===== src/rtl/tlc_pkg.sv =====
// Shared light encodings, monitor states and fault cause codes for the lamp safety monitor.
// No logic; constants, types and one helper only.
// Not applicable (package).
package tlc_pkg;

  // One-hot {red,yellow,green}; all-zero is a dark lamp (flash off phase)
  localparam logic [2:0] LIGHT_R   = 3'b100;
  localparam logic [2:0] LIGHT_Y   = 3'b010;
  localparam logic [2:0] LIGHT_G   = 3'b001;
  localparam logic [2:0] LIGHT_OFF = 3'b000;

  typedef enum logic [1:0] {
    RECOVER = 2'd0,
    NORMAL  = 2'd1,
    FLASH   = 2'd2
  } mon_state_t;

  // First-fault cause; a lower value wins when causes coincide
  localparam logic [2:0] FC_NONE     = 3'd0;
  localparam logic [2:0] FC_ILLEGAL  = 3'd1;
  localparam logic [2:0] FC_CONFLICT = 3'd2;
  localparam logic [2:0] FC_TRANS    = 3'd3;
  localparam logic [2:0] FC_SHORT_Y  = 3'd4;
  localparam logic [2:0] FC_WDOG     = 3'd5;

  function automatic logic is_legal_code(input logic [2:0] c);
    return (c == LIGHT_R) || (c == LIGHT_Y) || (c == LIGHT_G);
  endfunction

endpackage


===== src/rtl/tlc_approach_checker.sv =====
// Per-approach checker: holds previous code and yellow run length, flags code/sequence faults.
// Flags are combinational on the current input against registered history (zero cycles).
// No backpressure; history updates every cycle. Optional port 'changed' exists only with TLC_MON_WATCHDOG_EN.
module tlc_approach_checker
  import tlc_pkg::*;
#(
  parameter int MIN_YELLOW_CYC = 3
) (
  input  logic       clk,
  input  logic       reset,
  input  logic [2:0] light,
`ifdef TLC_MON_WATCHDOG_EN
  output logic       changed,
`endif
  output logic       ill_code,
  output logic       ill_trans,
  output logic       short_yel,
  output logic       non_red
);

  localparam int YW = $clog2(MIN_YELLOW_CYC + 1);
  localparam logic [YW-1:0] YSAT = YW'(MIN_YELLOW_CYC);

  logic [2:0]    prev;
  logic [YW-1:0] ycnt;

  // History: last sampled code and saturating count of consecutive yellow samples
  always_ff @(posedge clk or negedge reset) begin
    if (!reset) begin
      prev <= LIGHT_R;
      ycnt <= '0;
    end else begin
      prev <= light;
      if (light == LIGHT_Y) begin
        if (ycnt != YSAT) ycnt <= ycnt + 1'b1;
      end else begin
        ycnt <= '0;
      end
    end
  end

  // Fault flags for the current sample relative to the stored history
  always_comb begin
    ill_code  = !is_legal_code(light);
    ill_trans = ((prev == LIGHT_G) && (light == LIGHT_R)) ||
                ((prev == LIGHT_R) && (light == LIGHT_Y)) ||
                ((prev == LIGHT_Y) && (light == LIGHT_G));
    short_yel = (prev == LIGHT_Y) && (light == LIGHT_R) && (ycnt < YSAT);
    non_red   = (light != LIGHT_R);
`ifdef TLC_MON_WATCHDOG_EN
    changed   = (light != prev);
`endif
  end

endmodule


===== src/rtl/tlc_lamp_safety_monitor.sv =====
// Lamp safety monitor: passes controller light codes to field lamps, latches first fault and flashes red.
// Lamps follow inputs with 1-cycle latency in NORMAL; a faulty pattern is replaced by all-red on that edge.
// No backpressure; optional stuck-input watchdog (fault code 5) built only with TLC_MON_WATCHDOG_EN.
module tlc_lamp_safety_monitor
  import tlc_pkg::*;
#(
  parameter int         MIN_YELLOW_CYC = 3,
  parameter int         FLASH_HALF     = 4,
  parameter int         ALL_RED_CYC    = 2,
  parameter logic [5:0] GREEN_COMPAT   = 6'b000001,
  parameter int         WDOG_CYC       = 1024
) (
  input  logic       clk,
  input  logic       reset,
  input  logic [2:0] light_m1,
  input  logic [2:0] light_m2,
  input  logic [2:0] light_m3,
  input  logic [2:0] light_m4,
  input  logic       fault_clr,
  output logic [2:0] lamp_m1,
  output logic [2:0] lamp_m2,
  output logic [2:0] lamp_m3,
  output logic [2:0] lamp_m4,
  output logic       fault,
  output logic [2:0] fault_code,
  output logic       flash_active
);

  localparam int ARW = $clog2(ALL_RED_CYC + 1);
  localparam int FLW = $clog2(FLASH_HALF + 1);
  localparam logic [ARW-1:0] AR_LAST = ARW'(ALL_RED_CYC - 1);
  localparam logic [FLW-1:0] FL_LAST = FLW'(FLASH_HALF - 1);

  logic [3:0][2:0] light_v;
  logic [3:0]      ill_code, ill_trans, short_yel, non_red;
  logic            conflict, all_red_in, wdog_hit;
  logic [2:0]      cause;

  mon_state_t      state, state_nxt;
  logic [3:0][2:0] lamps_q, lamps_nxt;
  logic            fault_q, fault_nxt;
  logic [2:0]      code_q, code_nxt;
  logic [ARW-1:0]  ar_cnt, ar_nxt;
  logic [FLW-1:0]  fl_cnt, fl_nxt;
  logic            fl_off, fl_off_nxt;

  assign light_v    = {light_m4, light_m3, light_m2, light_m1};
  assign all_red_in = (light_v == {4{LIGHT_R}});

`ifdef TLC_MON_WATCHDOG_EN
  localparam int WW = $clog2(WDOG_CYC + 1);
  logic [3:0]    changed;
  logic [WW-1:0] wd_cnt;
`endif

  for (genvar g = 0; g < 4; g++) begin : g_chk
    tlc_approach_checker #(.MIN_YELLOW_CYC(MIN_YELLOW_CYC)) u_chk (
      .clk       (clk),
      .reset     (reset),
      .light     (light_v[g]),
`ifdef TLC_MON_WATCHDOG_EN
      .changed   (changed[g]),
`endif
      .ill_code  (ill_code[g]),
      .ill_trans (ill_trans[g]),
      .short_yel (short_yel[g]),
      .non_red   (non_red[g])
    );
  end

`ifdef TLC_MON_WATCHDOG_EN
  // Stable-input timer; only meaningful in NORMAL, so it is held at zero elsewhere
  always_ff @(posedge clk or negedge reset) begin
    if (!reset) begin
      wd_cnt <= '0;
    end else if ((|changed) || (state != NORMAL)) begin
      wd_cnt <= '0;
    end else if (wd_cnt != WW'(WDOG_CYC)) begin
      wd_cnt <= wd_cnt + 1'b1;
    end
  end
  assign wdog_hit = (state == NORMAL) && (wd_cnt == WW'(WDOG_CYC));
`else
  assign wdog_hit = 1'b0;
`endif

  // Pairwise conflict: two non-red approaches whose compatibility bit is clear, then priority encode
  always_comb begin
    conflict = (non_red[0] && non_red[1] && !GREEN_COMPAT[0]) ||
               (non_red[0] && non_red[2] && !GREEN_COMPAT[1]) ||
               (non_red[0] && non_red[3] && !GREEN_COMPAT[2]) ||
               (non_red[1] && non_red[2] && !GREEN_COMPAT[3]) ||
               (non_red[1] && non_red[3] && !GREEN_COMPAT[4]) ||
               (non_red[2] && non_red[3] && !GREEN_COMPAT[5]);
    cause = FC_NONE;
    if (|ill_code)       cause = FC_ILLEGAL;
    else if (conflict)   cause = FC_CONFLICT;
    else if (|ill_trans) cause = FC_TRANS;
    else if (|short_yel) cause = FC_SHORT_Y;
    else if (wdog_hit)   cause = FC_WDOG;
  end

  // State and registered outputs
  always_ff @(posedge clk or negedge reset) begin
    if (!reset) begin
      state   <= RECOVER;
      lamps_q <= {4{LIGHT_R}};
      fault_q <= 1'b0;
      code_q  <= FC_NONE;
      ar_cnt  <= '0;
      fl_cnt  <= '0;
      fl_off  <= 1'b0;
    end else begin
      state   <= state_nxt;
      lamps_q <= lamps_nxt;
      fault_q <= fault_nxt;
      code_q  <= code_nxt;
      ar_cnt  <= ar_nxt;
      fl_cnt  <= fl_nxt;
      fl_off  <= fl_off_nxt;
    end
  end

  // Next state and next lamp/fault values; fault_code only changes on FLASH entry or clear
  always_comb begin
    state_nxt  = state;
    lamps_nxt  = lamps_q;
    fault_nxt  = fault_q;
    code_nxt   = code_q;
    ar_nxt     = ar_cnt;
    fl_nxt     = fl_cnt;
    fl_off_nxt = fl_off;
    case (state)
      RECOVER: begin
        lamps_nxt = {4{LIGHT_R}};
        if (ar_cnt == AR_LAST) begin
          state_nxt = NORMAL;
          ar_nxt    = '0;
        end else begin
          ar_nxt = ar_cnt + 1'b1;
        end
      end
      NORMAL: begin
        if (cause != FC_NONE) begin
          state_nxt  = FLASH;
          lamps_nxt  = {4{LIGHT_R}};
          fault_nxt  = 1'b1;
          code_nxt   = cause;
          fl_nxt     = '0;
          fl_off_nxt = 1'b0;
        end else begin
          lamps_nxt = light_v;
        end
      end
      FLASH: begin
        if (fault_clr && all_red_in) begin
          state_nxt = RECOVER;
          lamps_nxt = {4{LIGHT_R}};
          fault_nxt = 1'b0;
          code_nxt  = FC_NONE;
          ar_nxt    = '0;
        end else if (fl_cnt == FL_LAST) begin
          fl_nxt     = '0;
          fl_off_nxt = !fl_off;
          lamps_nxt  = fl_off ? {4{LIGHT_R}} : {4{LIGHT_OFF}};
        end else begin
          fl_nxt    = fl_cnt + 1'b1;
          lamps_nxt = fl_off ? {4{LIGHT_OFF}} : {4{LIGHT_R}};
        end
      end
      default: begin
        state_nxt = RECOVER;
        lamps_nxt = {4{LIGHT_R}};
        ar_nxt    = '0;
      end
    endcase
  end

  assign lamp_m1      = lamps_q[0];
  assign lamp_m2      = lamps_q[1];
  assign lamp_m3      = lamps_q[2];
  assign lamp_m4      = lamps_q[3];
  assign fault        = fault_q;
  assign fault_code   = code_q;
  assign flash_active = (state == FLASH);

endmodule


===== config.mk =====
export PLATFORM = sky130hd
export DESIGN_NAME = tlc_lamp_safety_monitor
export DESIGN_NICKNAME = d
export VERILOG_FILES = /design/src/rtl/tlc_pkg.sv /design/src/rtl/tlc_approach_checker.sv /design/src/rtl/tlc_lamp_safety_monitor.sv
export SDC_FILE = /design/constraint.sdc
export NUM_CORES = 1
export LEC_CHECK = 0
export CAP_MARGIN = 20
export CORE_MARGIN = 1.5
export CORE_UTILIZATION = 55
export DETAILED_ROUTE_END_ITERATION = 16
export DONT_BUFFER_PORTS = 1
export PLACE_DENSITY = 0.73
export SYNTH_ARGS = -nofsm -noshare
export SYNTH_HDL_FRONTEND = slang
export SYNTH_HIERARCHICAL = 1
export SYNTH_SLANG_ARGS = --single-unit

===== constraint.sdc =====
create_clock -name clk -period 2.3 [get_ports clk]
set_clock_uncertainty 0.15 [all_clocks]
set_input_delay 0.345 -clock clk [delete_from_list [all_inputs] [get_ports clk]]
set_output_delay 0.345 -clock clk [all_outputs]
set_load 0.05 [all_outputs]

== Word-level counts from Yosys, hierarchy flattened ==
Index checks and enable logic that the tools add are counted.

* Bits in writable memories: 0
* Bits in read-only memories: 0
* Latch bits: 0
* Input port bits: 15
* Bits in registers: 44
* Output and inout bits: 17
* Logic and storage cells: 175
* Memories: 0

* Order comparisons: 4
* Equal/unequal tests: 46
* $add $sub $neg: 6
* Multiplexer cells: 38
* Bitwise gates (word level): 1
* Shift-type cells: 0
* Div/mod/pow operators: 0
* Multipliers: 0
* Reduce and logical (&&, ||, !) cells: 62

{| class="wikitable"
|+ Operator list
! cell !! count
|-
| 2-to-1 mux 12 bit || 5
|-
| == test 3 x 2 -> 1 bit (second input constant) || 9
|-
| 2-to-1 mux 3 bit || 9
|-
| logical AND 1 bit || 26
|-
| == test 3 x 1 -> 1 bit (second input constant) || 8
|-
| == test 3 bit (second input constant) || 8
|-
| 2-to-1 mux 2 bit || 12
|-
| one-hot mux 12 bit (2 select lines) || 1
|-
| logical OR 1 bit || 20
|-
| inequality test 2 bit (second input constant) || 7
|-
| == test 12 bit (second input constant) || 1
|-
| inequality test 2 x 1 -> 1 bit (second input constant) || 6
|-
| inequality test 3 bit (second input constant) || 4
|-
| one-hot mux 2 bit (3 select lines) || 2
|-
| one-hot mux 3 bit (2 select lines) || 2
|-
| OR reduction 4 bit || 3
|-
| adder 2 x 1 -> 2 bit (second input constant) || 5
|-
| AND reduction 3 bit || 3
|-
| less-than comparator 2 bit (second input constant) || 4
|-
| zero test 1 bit || 5
|-
| 2-to-1 mux 1 bit || 5
|-
| == test 2 x 1 -> 1 bit (second input constant) || 2
|-
| one-hot mux 1 bit (2 select lines) || 2
|-
| AND reduction 4 bit || 1
|-
| other kinds (7) || 7
|}

== Longest topological paths before layout ==
* Depth in word-level cells: 11
* Mapped depth: 9
* Depth with buffers taken out: 8

== Cells and area by module ==
The synthesis kept the hierarchy.

{| class="wikitable"
|+ Modules (own cells, without submodules)
! module !! area each (um^2) !! times used !! seq. area each (um^2) !! cells an instance
|-
| tlc_lamp_safety_monitor || 1336.3 || 1 || 605.6 || 126
|-
| tlc_approach_checker || 259.0 || 4 || 126.4 || 23
|}

== Least setup slack after synthesis ==
No wires, ideal clock.

* Path type: input to register
* From: input port light_m1[1]
* To: register state[1]
* Arrival time: 2001 ps
* Path slack: 24 ps
* Path buffers: 1
* Cell stages on the path: 7
* Setup time: 125 ps
* Data required time: 2025 ps
* Path through: or3b_1 > o31ai_1 > nand2_1 > or3_1 > buf_6 > nand3_4 > mux2_4

* Cells in the longest elaborated chain, start to end: 11
* Elaborated cells between the ends (all ways): 33
* Those cells by class: eq/ne (7); mux (4); reduce/logical (22)

{| class="wikitable"
|+ Ends and longest elaborated chain
! item !! line !! text
|-
| from (decl) || tlc_lamp_safety_monitor.sv:15 || <nowiki>input logic [2:0] light_m1,</nowiki>
|-
| == test 3 bit, or another cell as far along || tlc_pkg.sv:27, tlc_approach_checker.sv:45, tlc_approach_checker.sv:48 ||
|-
| logical AND 1 bit (on tied branches) || n/a ||
|-
| logical AND 1 bit, or another cell as far along || tlc_approach_checker.sv:48 || <nowiki>short_yel = (prev == LIGHT_Y) && (light == LIGHT_R) && (ycnt < YSAT);</nowiki>
|-
| OR reduction 4 bit, or another cell as far along || tlc_lamp_safety_monitor.sv:99 || <nowiki>else if (|short_yel) cause = FC_SHORT_Y;</nowiki>
|-
| 2-to-1 mux 3 bit, or another cell as far along || tlc_lamp_safety_monitor.sv:99 ||
|-
| 2-to-1 mux 3 bit / logical OR 1 bit (equally long branches) || tlc_lamp_safety_monitor.sv:98, tlc_lamp_safety_monitor.sv:93 ||
|-
| 2-to-1 mux 3 bit || tlc_lamp_safety_monitor.sv:97 || <nowiki>else if (conflict) cause = FC_CONFLICT;</nowiki>
|-
| 2-to-1 mux 3 bit || tlc_lamp_safety_monitor.sv:96 || <nowiki>if (|ill_code) cause = FC_ILLEGAL;</nowiki>
|-
| nonzero test 3 bit || tlc_lamp_safety_monitor.sv:144 || <nowiki>if (cause != FC_NONE) begin</nowiki>
|-
| inequality test 2 bit (no source line) || n/a ||
|-
| AND reduction 3 bit (no source line) * || n/a ||
|-
| to (signal assigned) || tlc_lamp_safety_monitor.sv:114 || <nowiki>state <= state_nxt;</nowiki>
|-
| to (decl) || tlc_lamp_safety_monitor.sv:39 || <nowiki>mon_state_t state, state_nxt;</nowiki>
|}

Mark *: on every way between the ends. The rest lies on a longest branch, timed or not.
A chain may end at the register's enable or synchronous reset.

== Worst setup path after layout ==
* From: register g_chk[3].u_chk.prev[1]
* To: register code_q[1] (netlist: fault_code[1])

* Cells in the longest elaborated chain, start to end: 11
* Elaborated cells between the ends (all ways): 21
* Those cells by class: eq/ne (4); mux (6); reduce/logical (11)

{| class="wikitable"
|+ Ends and longest elaborated chain
! item !! line !! text
|-
| from (decl) || tlc_approach_checker.sv:24 || <nowiki>logic [2:0] prev;</nowiki>
|-
| from (signal assigned) || tlc_approach_checker.sv:33 || <nowiki>prev <= light;</nowiki>
|-
| == test 3 x 1 -> 1 bit / == test 3 bit (equally long branches) || tlc_approach_checker.sv:45, tlc_approach_checker.sv:46 ||
|-
| logical AND 1 bit (on tied branches) || tlc_approach_checker.sv:45, tlc_approach_checker.sv:46 ||
|-
| logical OR 1 bit || tlc_approach_checker.sv:45 || <nowiki>ill_trans = ((prev == LIGHT_G) && (light == LIGHT_R)) ||</nowiki>
|-
| logical OR 1 bit * || tlc_approach_checker.sv:46 || <nowiki>((prev == LIGHT_R) && (light == LIGHT_Y)) ||</nowiki>
|-
| via ill_trans[3] || tlc_lamp_safety_monitor.sv:35 || <nowiki>logic [3:0] ill_code, ill_trans, short_yel, non_red;</nowiki>
|-
| OR reduction 4 bit * || tlc_lamp_safety_monitor.sv:98 || <nowiki>else if (|ill_trans) cause = FC_TRANS;</nowiki>
|-
| 2-to-1 mux 3 bit * || tlc_lamp_safety_monitor.sv:98 ||
|-
| 2-to-1 mux 3 bit * || tlc_lamp_safety_monitor.sv:97 ||
|-
| 2-to-1 mux 3 bit * || tlc_lamp_safety_monitor.sv:96 ||
|-
| nonzero test 3 bit || tlc_lamp_safety_monitor.sv:144 ||
|-
| inequality test 2 bit (no source line) || n/a ||
|-
| AND reduction 3 bit (no source line) || n/a ||
|-
| to (signal assigned) || tlc_lamp_safety_monitor.sv:117 || <nowiki>code_q <= code_nxt;</nowiki>
|-
| to (decl) || tlc_lamp_safety_monitor.sv:42 || <nowiki>logic [2:0] code_q, code_nxt;</nowiki>
|}

The timed path passes the listed nets; every way through them passes the cells marked *. The select of a mux whose other input is x is not followed.

==> qor.csv <==
stage;metric;value;unit
yosys;yosys_most_used_dff;dfrtp_1;
cts;cts_max_level;2;
cts;cts_buffers;5;
cts;clk_pin_slew;80;ps
floorplanning;start_util;58.05;%
timing;worst_slack;-75.74;ps
routing;wl;5510;µm
flow_run;drv_cap;0;
cts;worst_skew_pair.late_latency;300;ps
routing;ant_nets;0;
yosys;syn-num-nets;242;
floorplanning;fp.dieH;68.68;µm
yosys;synth_xor_area_share;3.323;%
routing;drtIter0Drc;158;
timing;min_period;2376;ps
yosys;yosys-top-cells-area;dfrtp_1 38%, dfstp_2 8.9%, ha_1 4.7%;
yosys;yosysSeqAreaShare;46.84;%
critical_path;worst-endpoint-required;2340;ps
pwr;share_comb_of_total_power;33.0;%
pwr;p_sw_share;37.80;%
global_route;grt_max_degree;45;
worst_hold_path;hold_class;in -> reg;
status;status;finished with violations;
critical_path;cp-start-kind;flip-flop;
place;dp_hpwl;3753;µm
pwr;power_density;796.8;mW/mm²
yosys;synth_top_family_by_area;simple AND/OR/NAND/NOR gates;
floorplanning;core;0.004086;mm²
routing;avgViaCountPerCell;6.068;
global_route;grt_overflow;0;
cells_and_area;layout-drive-gt1-share;27.97;%
timing;rsz0062_at_grt;true;
global_route;grt_usage;25.35;%
pwr;p_leak;0.001279;µW
floorplanning;io_pins;32;
yosys;synth_top_area_share;37.97;%
routing;wl_met2;2770;µm
routing;firstDrtPassIters;4;
yosys;synth_edf_count;0;
cells_and_area;layout.nets;284;
routing;wl_met1;2308;µm
floorplanning;core.rowCount;23;
critical_path;r2r_cells;9;
timing;slew_headroom;66.10;%
critical_path;criticalPathCategory;reg -> reg;
place;dp_slack;-119.0;ps
yosys;synthAdderAreaFrac;4.747;%
critical_path;cp_max_fo;6;
yosys;synth_top_area_cell;dfrtp_1;
place;place_congestion;0.8473;
cts;cts_root_buf;clkbuf_8;
routing;vias;1887;
yosys;muxShareOfSynthArea;2.321;%
pwr;ir_worst_vdd;0.4291;mV
timing;fin_crit_sh;103.3;%
critical_path;worst_ep_arrival_time;2420;ps
cells_and_area;syn_to_final_growth;23.31;%
floorplanning;die_x;68.68;µm
global_route;grt_pass1_wl;8569;µm
place;port-buffer-count;0;
yosys;synthSimpleGateAreaFrac;29.32;%
routing;wl_per_cell;17.72;µm
critical_path;endpoint_kind;flip-flop;
yosys;ys_warn_count;6;
worst_hold_path;hold-path-cell-count;1;
cts;cts_sinks;44;
global_route;antenna_found_initial;0;
routing;wl_met3;294;µm
cells_and_area;n_antenna_cell;0;
yosys;ys_types;52;
timing;hold_viol_final;0;
yosys;synth_cells;218;
yosys;syn_area;0.002372;mm²
cts;cts.path.max_buffers;2;
timing;max_freq;420.9;MHz
routing;drc_errors;0;
timing;worstMarginPinSlew;508.5;ps
status;violations;negative setup slack;
pwr;pwr-share-clk;19.4;%
timing;slew_violations;0;
pwr;p_int;1450;µW
global_route;grt_pass1_vias;1899;
pwr;p_seq_share;47.6;%
cells_and_area;fillers;286;
timing;setup_viol;6;
yosys;synth-compound-area-share;11.55;%
yosys;synth_seq_cells;44;
yosys;syn_area_per_cell;10.88;µm²
pwr;netSwitchingPower;881.0;µW
routing;top_layer;met4;
floorplanning;die_area;0.004716;mm²
yosys;ys_async_sr_fraction;100.0;%
cts;tritoncts;yes;
timing;hold_slack;30.16;ps
==> state kept, by name (all words and copies together), names as in the netlist <==
| signal | count |
|---|---|
| g_chk.u_chk/prev | 12 |
| g_chk.u_chk/ycnt | 8 |
| fault_code | 3 |
| fl_cnt | 3 |
| lamp_m1 | 3 |
| lamp_m2 | 3 |
| lamp_m3 | 3 |
| lamp_m4 | 3 |
| ar_cnt | 2 |
| state | 2 |
| fault | 1 |
| fl_off | 1 |
==> cell families after synthesis <==
logic type / count (synthesis)
simple gates: 105
flops: 44
compound gates: 36
buf+inv: 10
xor+xnor: 9
fa+ha+maj: 9
mux: 5
==> synthesized netlist by cell type, types with 2 or more instances <==
library cell	n
dfrtp_1	36
nor2_1	27
nand2_1	20
ha_1	9
and2_1	8
dfstp_2	8
o21ai_0	8
inv_1	7
nor4_2	6
a21oi_1	5
nand2b_1	5
o21a_1	5
xnor2_1	5
and4bb_2	4
mux2i_1	4
nor4bb_1	4
o32ai_1	4
or3b_1	4
xor2_1	4
nand3_1	3
nor2b_1	3
nor3_1	3
clkbuf_1	2
nand2_2	2
nor4_4	2
nor4b_1	2
o211ai_1	2
o31ai_1	2
==> stage by stage <==
stage	total power [µW]	cells	utilization (%)	setup TNS, ps	area (µm²)
global placement	1769	287	63.17	-34.08	2581
floorplan	1627	218	-	0	2372
global route	2463	311	71.59	-2608	2925
CTS	2322	310	70.51	0	2882
finish	2331	311	71.59	-213.6	2925
detailed placement	1808	287	63.17	-646.2	2581
==> power groups by stage <==
stage               clock, µW  combinational, µW  sequential (µW)
finish                    453                769             1110
global route              488                850             1130
CTS                       465                748             1110
detailed placement          0                685             1120
global placement            0                651             1120
floorplan                   0                519             1110
==> worst max-delay path: stages (launching register included) <==
cell,delay (ps)
dfrtp_1,390
nor4bb_1,300
nor2_1,100
o32ai_2,270
nor4_2,100
buf_4,170
nand3_4,130
nor2_1,80
a311o_1,360
a22o_1,230
==> path summary, 6_finish.rpt <==
check / from / endpoint / slack (ps)
setup / recovery: g_chk[3].u_chk/prev[1]$_DFF_PN0_ / fault_code[1]$_DFFE_PN0P_ / -80
hold / removal: light_m1[1] / lamp_m1[1]$_DFF_PN0_ / 30
setup reg to reg: g_chk[3].u_chk/prev[1]$_DFF_PN0_ / fault_code[1]$_DFFE_PN0P_ / -80
hold reg to reg: fl_cnt[2]$_DFFE_PN0P_ / fl_cnt[2]$_DFFE_PN0P_ / 340
max in group asynchronous: reset / g_chk[2].u_chk/prev[2]$_DFF_PN1_ / 1310
min in group asynchronous: reset / ar_cnt[0]$_DFFE_PN0P_ / 410
==> area by class of cell <==
| type | count | area, µm² | share of cell area [%] |
|---|---|---|---|
| Clock buffer | 7 | 76.32 | 2.609 |
| Multi-Input combinational cell | 164 | 1306 | 44.65 |
| Sequential cell | 44 | 1111 | 37.98 |
| Tap cell | 50 | 62.56 | 2.139 |
| Inverter | 7 | 26.28 | 0.8982 |
| Timing Repair Buffer | 38 | 337.8 | 11.55 |
| Clock inverter | 1 | 5.005 | 0.1711 |
==> metal layers <==
| layer | global-route usage (%) | vias up |
|---|---|---|
| met5 | 0 | - |
| met4 | 9.750 | 0 |
| met3 | 6.818 | 17 |
| met2 | 43.51 | 63 |
| met1 | 30.10 | 931 |
| li1 | - | 876 |
==> cell usage in the layout (no fill, tap or decap), types with 2 or more instances in the layout <==
cell type and instances:
inv_1 7, o211ai_1 2, or3b_1 4, clkbuf_1 2
nor4b_1 2, dlygate4sd3_1 13, ha_1 8, clkbuf_8 5
o21ai_0 4, buf_4 22, o21ai_1 4, nor3_2 2
nor2_1 27, dfrtp_1 36, a21oi_1 5, nand2_1 20
nand2b_1 5, nor2b_1 3, mux2i_1 4, o31ai_1 2
o21a_1 5, nand3_1 2, buf_6 2, nand2_2 2
nand3_4 2, o32ai_2 4, nor4_4 3, and2_1 8
xnor2_1 5, xor2_1 4, nor4bb_1 4, and4bb_2 4
dfstp_2 8, nor4_2 6
==> repair_timing <==
action	CTS	global route
hold buffers	14	0
endpoints found under the hold margin	56	0
buffers inserted	1	1
endpoints found under the setup margin	13	22
pin swaps	1	4
gates resized for setup	9	11
Power figures use the tool's default switching activity.
